## src/rtl/i2c_pkg.sv

```systemverilog
// Shared definitions for the I2C slave byte engine: FSM state encoding and
// the bus-level ACK/NACK values.
package i2c_pkg;

  typedef enum logic [3:0] {
    S_IDLE      = 4'd0,
    S_DEV_ADDR  = 4'd1,
    S_ACK_DEV   = 4'd2,
    S_REG_PTR   = 4'd3,
    S_ACK_PTR   = 4'd4,
    S_WR_DATA   = 4'd5,
    S_ACK_WR    = 4'd6,
    S_RD_LOAD   = 4'd7,
    S_RD_DATA   = 4'd8,
    S_RD_ACK    = 4'd9,
    S_WAIT_STOP = 4'd10
  } I2cState;

  localparam logic I2C_ACK  = 1'b0;
  localparam logic I2C_NACK = 1'b1;

endpackage

```

## src/rtl/i2c_line_filter.sv

```systemverilog
// One bus line: 2-flop synchroniser, FILTER_LEN consecutive-sample glitch
// filter and single-cycle edge pulses aligned with the filtered level.
module i2c_line_filter #(
  parameter int FILTER_LEN = 3
) (
  input  logic clk,
  input  logic rst_n,
  input  logic line_in,
  output logic level,
  output logic rise,
  output logic fall
);

  logic [1:0] sync_q, sync_d;
  logic [2:0] cnt_q, cnt_d;
  logic       level_q, level_d;
  logic       rise_q, rise_d;
  logic       fall_q, fall_d;

  always_comb begin
    sync_d  = {sync_q[0], line_in};
    cnt_d   = 3'd0;
    level_d = level_q;
    rise_d  = 1'b0;
    fall_d  = 1'b0;
    // The level only moves after FILTER_LEN consecutive disagreeing samples.
    if (sync_q[1] != level_q) begin
      if (cnt_q == 3'(FILTER_LEN - 1)) begin
        level_d = sync_q[1];
        rise_d  = sync_q[1];
        fall_d  = ~sync_q[1];
      end else begin
        cnt_d = cnt_q + 3'd1;
      end
    end
  end

  always_ff @(posedge clk or negedge rst_n) begin
    if (!rst_n) begin
      sync_q  <= 2'b11;
      cnt_q   <= 3'd0;
      level_q <= 1'b1;
      rise_q  <= 1'b0;
      fall_q  <= 1'b0;
    end else begin
      sync_q  <= sync_d;
      cnt_q   <= cnt_d;
      level_q <= level_d;
      rise_q  <= rise_d;
      fall_q  <= fall_d;
    end
  end

  assign level = level_q;
  assign rise  = rise_q;
  assign fall  = fall_q;

endmodule

```

## src/rtl/i2c_slave_serial_if.sv

```systemverilog
// Byte-level I2C slave: address match, auto-incrementing register pointer,
// write strobes towards the register bank and serialised read data.
module i2c_slave_serial_if
  import i2c_pkg::*;
#(
  parameter logic [6:0] DEV_ADDR   = 7'h3C,
  parameter int         FILTER_LEN = 3,
  parameter int         SETUP_CYC  = 2
) (
  input  logic       clk,
  input  logic       rst_n,
  input  logic       scl_in,
  input  logic       sda_in,
  output logic       sda_oe,
  output logic [7:0] addr,
  output logic [7:0] dataIn,
  output logic       writeEn,
  input  logic [7:0] dataOut,
  output logic       busy
);

  logic [1:0] rst_sync_q, rst_sync_d;
  logic       rst_sync_n;

  always_comb rst_sync_d = {rst_sync_q[0], 1'b1};

  always_ff @(posedge clk or negedge rst_n) begin
    if (!rst_n) rst_sync_q <= 2'b00;
    else        rst_sync_q <= rst_sync_d;
  end

  assign rst_sync_n = rst_sync_q[1];

  // Index 0 is SCL, index 1 is SDA.
  logic [1:0] line_raw, line_lvl, line_rise, line_fall;
  assign line_raw = {sda_in, scl_in};

  for (genvar gi = 0; gi < 2; gi++) begin : g_line
    i2c_line_filter #(.FILTER_LEN(FILTER_LEN)) u_filt (
      .clk    (clk),
      .rst_n  (rst_sync_n),
      .line_in(line_raw[gi]),
      .level  (line_lvl[gi]),
      .rise   (line_rise[gi]),
      .fall   (line_fall[gi])
    );
  end

  logic scl_lvl, scl_rise, scl_fall, sda_lvl, start_cond, stop_cond;
  assign scl_lvl    = line_lvl[0];
  assign scl_rise   = line_rise[0];
  assign scl_fall   = line_fall[0];
  assign sda_lvl    = line_lvl[1];
  assign start_cond = line_fall[1] & scl_lvl;
  assign stop_cond  = line_rise[1] & scl_lvl;

  I2cState    state_q, state_d;
  logic [3:0] bit_cnt_q, bit_cnt_d;
  logic [7:0] shift_q, shift_d;
  logic [7:0] addr_q, addr_d;
  logic [7:0] data_in_q, data_in_d;
  logic       write_en_q, write_en_d;
  logic       busy_q, busy_d;
  logic       sda_oe_q, sda_oe_d;
  logic       oe_pend_q, oe_pend_d;
  logic [2:0] hold_cnt_q, hold_cnt_d;
  logic [1:0] wait_cnt_q, wait_cnt_d;
  logic       rw_q, rw_d;
  logic       ack_q, ack_d;

  always_comb begin
    state_d    = state_q;
    bit_cnt_d  = bit_cnt_q;
    shift_d    = shift_q;
    addr_d     = addr_q;
    data_in_d  = data_in_q;
    write_en_d = 1'b0;
    busy_d     = busy_q;
    sda_oe_d   = sda_oe_q;
    oe_pend_d  = oe_pend_q;
    hold_cnt_d = hold_cnt_q;
    wait_cnt_d = wait_cnt_q;
    rw_d       = rw_q;
    ack_d      = ack_q;

    if (write_en_q) addr_d = addr_q + 8'd1;

    // SDA drive changes are queued at SCL fall and applied once the hold timer expires.
    if (hold_cnt_q != 3'd0) begin
      hold_cnt_d = hold_cnt_q - 3'd1;
      if (hold_cnt_q == 3'd1) sda_oe_d = oe_pend_q;
    end

    if (stop_cond) begin
      state_d    = S_IDLE;
      bit_cnt_d  = 4'd0;
      busy_d     = 1'b0;
      sda_oe_d   = 1'b0;
      oe_pend_d  = 1'b0;
      hold_cnt_d = 3'd0;
    end else if (start_cond) begin
      state_d    = S_DEV_ADDR;
      bit_cnt_d  = 4'd0;
      sda_oe_d   = 1'b0;
      oe_pend_d  = 1'b0;
      hold_cnt_d = 3'd0;
    end else if (scl_rise) begin
      case (state_q)
        S_DEV_ADDR, S_REG_PTR, S_WR_DATA: begin
          if (bit_cnt_q != 4'd8) begin
            shift_d   = {shift_q[6:0], sda_lvl};
            bit_cnt_d = bit_cnt_q + 4'd1;
          end
        end
        S_RD_DATA: bit_cnt_d = bit_cnt_q + 4'd1;
        S_RD_ACK:  ack_d = sda_lvl;
        default: ;
      endcase
    end else if (scl_fall) begin
      hold_cnt_d = 3'(SETUP_CYC);
      oe_pend_d  = 1'b0;
      case (state_q)
        S_DEV_ADDR: begin
          if (bit_cnt_q == 4'd8) begin
            bit_cnt_d = 4'd0;
            if (shift_q[7:1] == DEV_ADDR) begin
              state_d   = S_ACK_DEV;
              rw_d      = shift_q[0];
              busy_d    = 1'b1;
              oe_pend_d = ~I2C_ACK;
            end else begin
              state_d = S_WAIT_STOP;
            end
          end
        end
        S_ACK_DEV: begin
          state_d    = rw_q ? S_RD_LOAD : S_REG_PTR;
          wait_cnt_d = 2'd0;
        end
        S_REG_PTR: begin
          if (bit_cnt_q == 4'd8) begin
            bit_cnt_d = 4'd0;
            addr_d    = shift_q;
            state_d   = S_ACK_PTR;
            oe_pend_d = ~I2C_ACK;
          end
        end
        S_ACK_PTR, S_ACK_WR: state_d = S_WR_DATA;
        S_WR_DATA: begin
          if (bit_cnt_q == 4'd8) begin
            bit_cnt_d  = 4'd0;
            data_in_d  = shift_q;
            write_en_d = 1'b1;
            state_d    = S_ACK_WR;
            oe_pend_d  = ~I2C_ACK;
          end
        end
        S_RD_DATA: begin
          if (bit_cnt_q == 4'd8) begin
            bit_cnt_d = 4'd0;
            state_d   = S_RD_ACK;
          end else begin
            shift_d   = {shift_q[6:0], 1'b0};
            oe_pend_d = ~shift_q[6];
          end
        end
        S_RD_ACK: begin
          if (ack_q == I2C_ACK) begin
            addr_d     = addr_q + 8'd1;
            wait_cnt_d = 2'd0;
            state_d    = S_RD_LOAD;
          end else begin
            state_d = S_WAIT_STOP;
          end
        end
        default: ;
      endcase
    end

    // dataOut settles one clk after addr moves; also respect the SDA hold time.
    if (state_q == S_RD_LOAD && !stop_cond && !start_cond) begin
      if (wait_cnt_q != 2'd2) begin
        wait_cnt_d = wait_cnt_q + 2'd1;
      end else if (hold_cnt_q == 3'd0) begin
        shift_d   = dataOut;
        sda_oe_d  = ~dataOut[7];
        bit_cnt_d = 4'd0;
        state_d   = S_RD_DATA;
      end
    end
  end

  always_ff @(posedge clk or negedge rst_sync_n) begin
    if (!rst_sync_n) begin
      state_q    <= S_IDLE;
      bit_cnt_q  <= 4'd0;
      shift_q    <= 8'h00;
      addr_q     <= 8'h00;
      data_in_q  <= 8'h00;
      write_en_q <= 1'b0;
      busy_q     <= 1'b0;
      sda_oe_q   <= 1'b0;
      oe_pend_q  <= 1'b0;
      hold_cnt_q <= 3'd0;
      wait_cnt_q <= 2'd0;
      rw_q       <= 1'b0;
      ack_q      <= I2C_NACK;
    end else begin
      state_q    <= state_d;
      bit_cnt_q  <= bit_cnt_d;
      shift_q    <= shift_d;
      addr_q     <= addr_d;
      data_in_q  <= data_in_d;
      write_en_q <= write_en_d;
      busy_q     <= busy_d;
      sda_oe_q   <= sda_oe_d;
      oe_pend_q  <= oe_pend_d;
      hold_cnt_q <= hold_cnt_d;
      wait_cnt_q <= wait_cnt_d;
      rw_q       <= rw_d;
      ack_q      <= ack_d;
    end
  end

  assign sda_oe  = sda_oe_q;
  assign addr    = addr_q;
  assign dataIn  = data_in_q;
  assign writeEn = write_en_q;
  assign busy    = busy_q;

endmodule
```

## config.mk

```make
export PLATFORM = sky130hd
export DESIGN_NAME = i2c_slave_serial_if
export DESIGN_NICKNAME = d
export VERILOG_FILES = /design/src/rtl/i2c_pkg.sv /design/src/rtl/i2c_line_filter.sv /design/src/rtl/i2c_slave_serial_if.sv
export SDC_FILE = /design/constraint.sdc
export NUM_CORES = 1
export LEC_CHECK = 0
export CORE_MARGIN = 3
export CORE_UTILIZATION = 56
export DETAILED_ROUTE_END_ITERATION = 6
export GPL_TIMING_DRIVEN = 0
export PLACE_DENSITY_LB_ADDON = 0.12
export SETUP_SLACK_MARGIN = 0.5
export SYNTH_ARGS = -nofsm -noshare
export SYNTH_HDL_FRONTEND = slang
export SYNTH_SLANG_ARGS = --single-unit
export TNS_END_PERCENT = 1
```

## constraint.sdc

```tcl
create_clock -name clk -period 2.55 [get_ports clk]
set_clock_uncertainty 0.05 [all_clocks]
set_input_delay 0.51 -clock clk [delete_from_list [all_inputs] [get_ports clk]]
set_output_delay 0.51 -clock clk [all_outputs]
set_load 0.05 [all_outputs]
```

==> flow_summary.toml <==
[routing]
vias = 2644
final_antenna_net_count = 0
wl_per_cell_microns = 16.51
drt_first_pass_iters = 5
viasPerCell = 5.928
wl_mm = 7.365
drc = 0
first_iter_violations = 275

[final_layout]
syn_to_final_growth_pct = 21.29
post-route-util_pct = 71.82
diodes = 0
layout.nets = 388
drive_gt1_share_pct = 18.18

[global_routing]
grt_usage_pct = 22.19
antenna_found_initial = 0
grt_max_degree = 42
grt_pass1_wl_mm = 12.56
gr-total-overflow = 0
grt_pass1_vias = 2577

[worst_setup_path]
r2r_start = "bit_cnt_q[0]$_DFF_PN0_"
crit_family = "compound AO/OA/AOI/OAI gates"
path_buf_inv = 3
timing.rr.end = "shift_q[5]$_DFF_PN0_"
path_depth = 9
cpPeakStageDelay_ns = 0.42
required_ns = 2.71
critPathCaptureType = "flop"
critical_path_peak_fanout = 8
worstPathCellList = "inv_1 > ha_1 > and3b_1 > buf_6 > inv_2 > nand2_1 > a21oi_4 > mux2i_1 > a21oi_1"
critical_path_class = "flop to flop"
crit_slowest_cell = "dfrtp_1"
r2r_setup_slack_ns = 0.34
startpoint_type = "flop"
reg2reg_depth = 9
crit_arrival_ns = 2.37

[placement]
dp_hpwl_mm = 5.069
placement.io_buffers = 30
dp_slack_ns = 0.3273
gp_congestion = 0.8697

[timing]
fin_crit_ns = 2.210
worst_slew_pin_slew_ns = 0.5156
finalSetupTns_ns = 0
clock.fmax_mhz = 452.6
setup_slack_ns = 0.3404
grt_setup_unrepaired = "yes"
drv_slew = 0
hold_viol_final = 0
fin_crit_sh_pct = 86.65
maxSlewHeadroom_pct = 65.50
hold_slack_ns = 0.1613
finalSetupViolCount = 0

[logic_synthesis]
ys_warn_count = 0
synth_cells = 326
synth_cell_types = 59
yosysSeqAreaShare_pct = 46.23
synth_top_area_share_pct = 40.69
synth-edff-count = 0
synth_top_area_cell = "dfrtp_1"
synth.avg_cell_area_sq_um = 10.19
synth_seq_cells = 61
async_flop_share_pct = 100.0
yosys-top-cells-area = "dfrtp_1 41%, dfstp_2 5.5%, mux2_2 4.7%, mux2i_1 3.9%, nor2_1 3.3%"
synth_fp_nets = 345
synthFlopType = "dfrtp_1"
synth_area_sq_mm = 0.003321

[floorplan]
initial_utilization_pct = 59.21
ios = 31
dieArea_sq_mm = 0.006890
rows = 27
die_h_microns = 83.01
die_width_microns = 83.01
coreArea_sq_mm = 0.005608

[clock_tree]
cts_tree = "built"
cts.path.max_buffers = 2
clk_pin_slew_ns = 0.07
cts_made_buffers = 9
cts_root_buf = "clkbuf_8"
cts_sinks = 61
htreeDepth = 3
clk_latency_ns = 0.33

[hold_path]
min_path_type = "flop to async pin"

[power]
p_per_area_mw_per_mm2 = 1074
p_leak_nw = 1.670
ir_drop_v = 0.0005613

[job]
maxCapViolations = 0

[outcome]
status = "finished, final reports clean"
-- cell usage after synthesis, types with 2 or more instances --
library cell	count
buf_6	2
dfstp_2	7
nand3b_1	3
o21a_1	2
buf_2	6
and4bb_2	2
nand4b_1	2
nand4bb_1	2
a31oi_1	3
xnor2_1	7
a22oi_1	6
nand2_1	26
a211oi_1	5
o21ai_0	8
ha_1	7
nor3b_1	6
nor2_1	29
xor2_1	11
nand3_2	2
nand2b_1	7
nor3_2	2
and3_1	2
inv_1	7
mux2i_1	13
nand4_1	4
or2_2	2
nand3_1	12
a22o_1	3
mux2_2	14
o22ai_1	7
clkbuf_1	4
a21oi_1	19
buf_4	2
o211ai_1	5
dfrtp_1	54
nor3_1	8
nor2b_1	3
-- layout make-up --
class | instances | area [sq um]
multi-input cells | 242 | 1677
well taps | 72 | 90.09
inverters | 8 | 30.03
repair buffers | 32 | 341.6
fillers | 441 | 1580
clock buffers | 12 | 145.1
clock inverters | 4 | 120.1
flip-flops and latches | 61 | 1536
plain buffers | 15 | 87.58
-- per-stage QoR --
stage	area [sq um]	total power, W	instances
2_1_floorplan	3321	0.002726	326
3_3_place_gp	3711	0.003094	428
3_5_place_dp	3732	0.003153	429
4_1_cts	4003	0.004313	445
5_1_grt	4028	0.004598	446
6_report	4028	0.004327	446
-- metal layers --
layer	track usage (%)	share of wire, %	wire (microns)
met3	4.960	6.6	488
met2	32.73	46	3378
met5	0	0	0
met4	6.835	1.2	91
met1	32.66	46	3406
-- flip-flops by register name, summed over array words and instances (netlist names), 3 cells and up --
signal and count:
state_q 4, hold_cnt_q 3, shift_q 8, g_line.u_filt.sync_q 4, g_line.u_filt.cnt_q 6, dataIn 8
addr 8, bit_cnt_q 4
-- where the power goes --
part | total (W) | switching, W | internal (W)
Combinational | 0.00162 | 0.000944 | 0.000672
Sequential | 0.00157 | 0.000325 | 0.00124
Clock | 0.00114 | 0.000366 | 0.000776
Total | 0.00433 | 0.00164 | 0.00269
-- logic make-up (layout without fill, tap and decap cells) --
logic type,count (synthesis),count (layout),synth area share (%)
multiplexers,27,27,8.666
flip-flops,61,61,46.23
other,1,1,0.1129
XOR/XNOR,18,18,4.748
AND/OR/NAND/NOR,121,121,20.27
adder cells (fa/ha/maj),7,7,2.637
buffers and inverters,23,71,3.541
AO/OA/AOI/OAI,68,68,13.79
-- what timing repair did --
item	in CTS	in global routing
hold buffers	0	0
resized for setup	2	2
pin swaps	0	1
hold endpoints to repair	0	0
setup endpoints to repair	40	49
setup buffers	0	1
-- how the worst max path moves through the flow --
stage                     slack, ns                     from                     end
after CTS                      0.35        addr[2]$_DFF_PN0_                 addr[2]
after floorplan                0.65   bit_cnt_q[0]$_DFF_PN0_   dataIn[0]$_DFFE_PN0P_
after detailed placement       0.33   bit_cnt_q[0]$_DFF_PN0_        rw_q$_DFFE_PN0P_
final                          0.34   bit_cnt_q[0]$_DFF_PN0_    shift_q[5]$_DFF_PN0_
after global placement         0.03  rst_sync_q[1]$_DFF_PN0_  bit_cnt_q[1]$_DFF_PN0_
after global routing           0.28   bit_cnt_q[0]$_DFF_PN0_    shift_q[4]$_DFF_PN0_
-- placed cells by master, fill, tap and decap left out, types with 4 or more instances in the layout --
cell type / n
dfrtp_1: 53
nor2_1: 28
clkdlybuf4s50_1: 28
nand2_1: 26
a21oi_1: 19
mux2_2: 14
mux2i_1: 13
nand3_1: 12
xor2_1: 11
clkbuf_8: 10
o21ai_0: 8
nor3_1: 8
xnor2_1: 7
nand2b_1: 7
inv_1: 7
o22ai_1: 7
ha_1: 7
dfstp_2: 7
buf_2: 6
clkbuf_1: 6
a22oi_1: 6
nor3b_1: 6
o211ai_1: 5
a211oi_1: 5
nand4_1: 4
bufinv_16: 4
(Power assumes the default switching activity.)
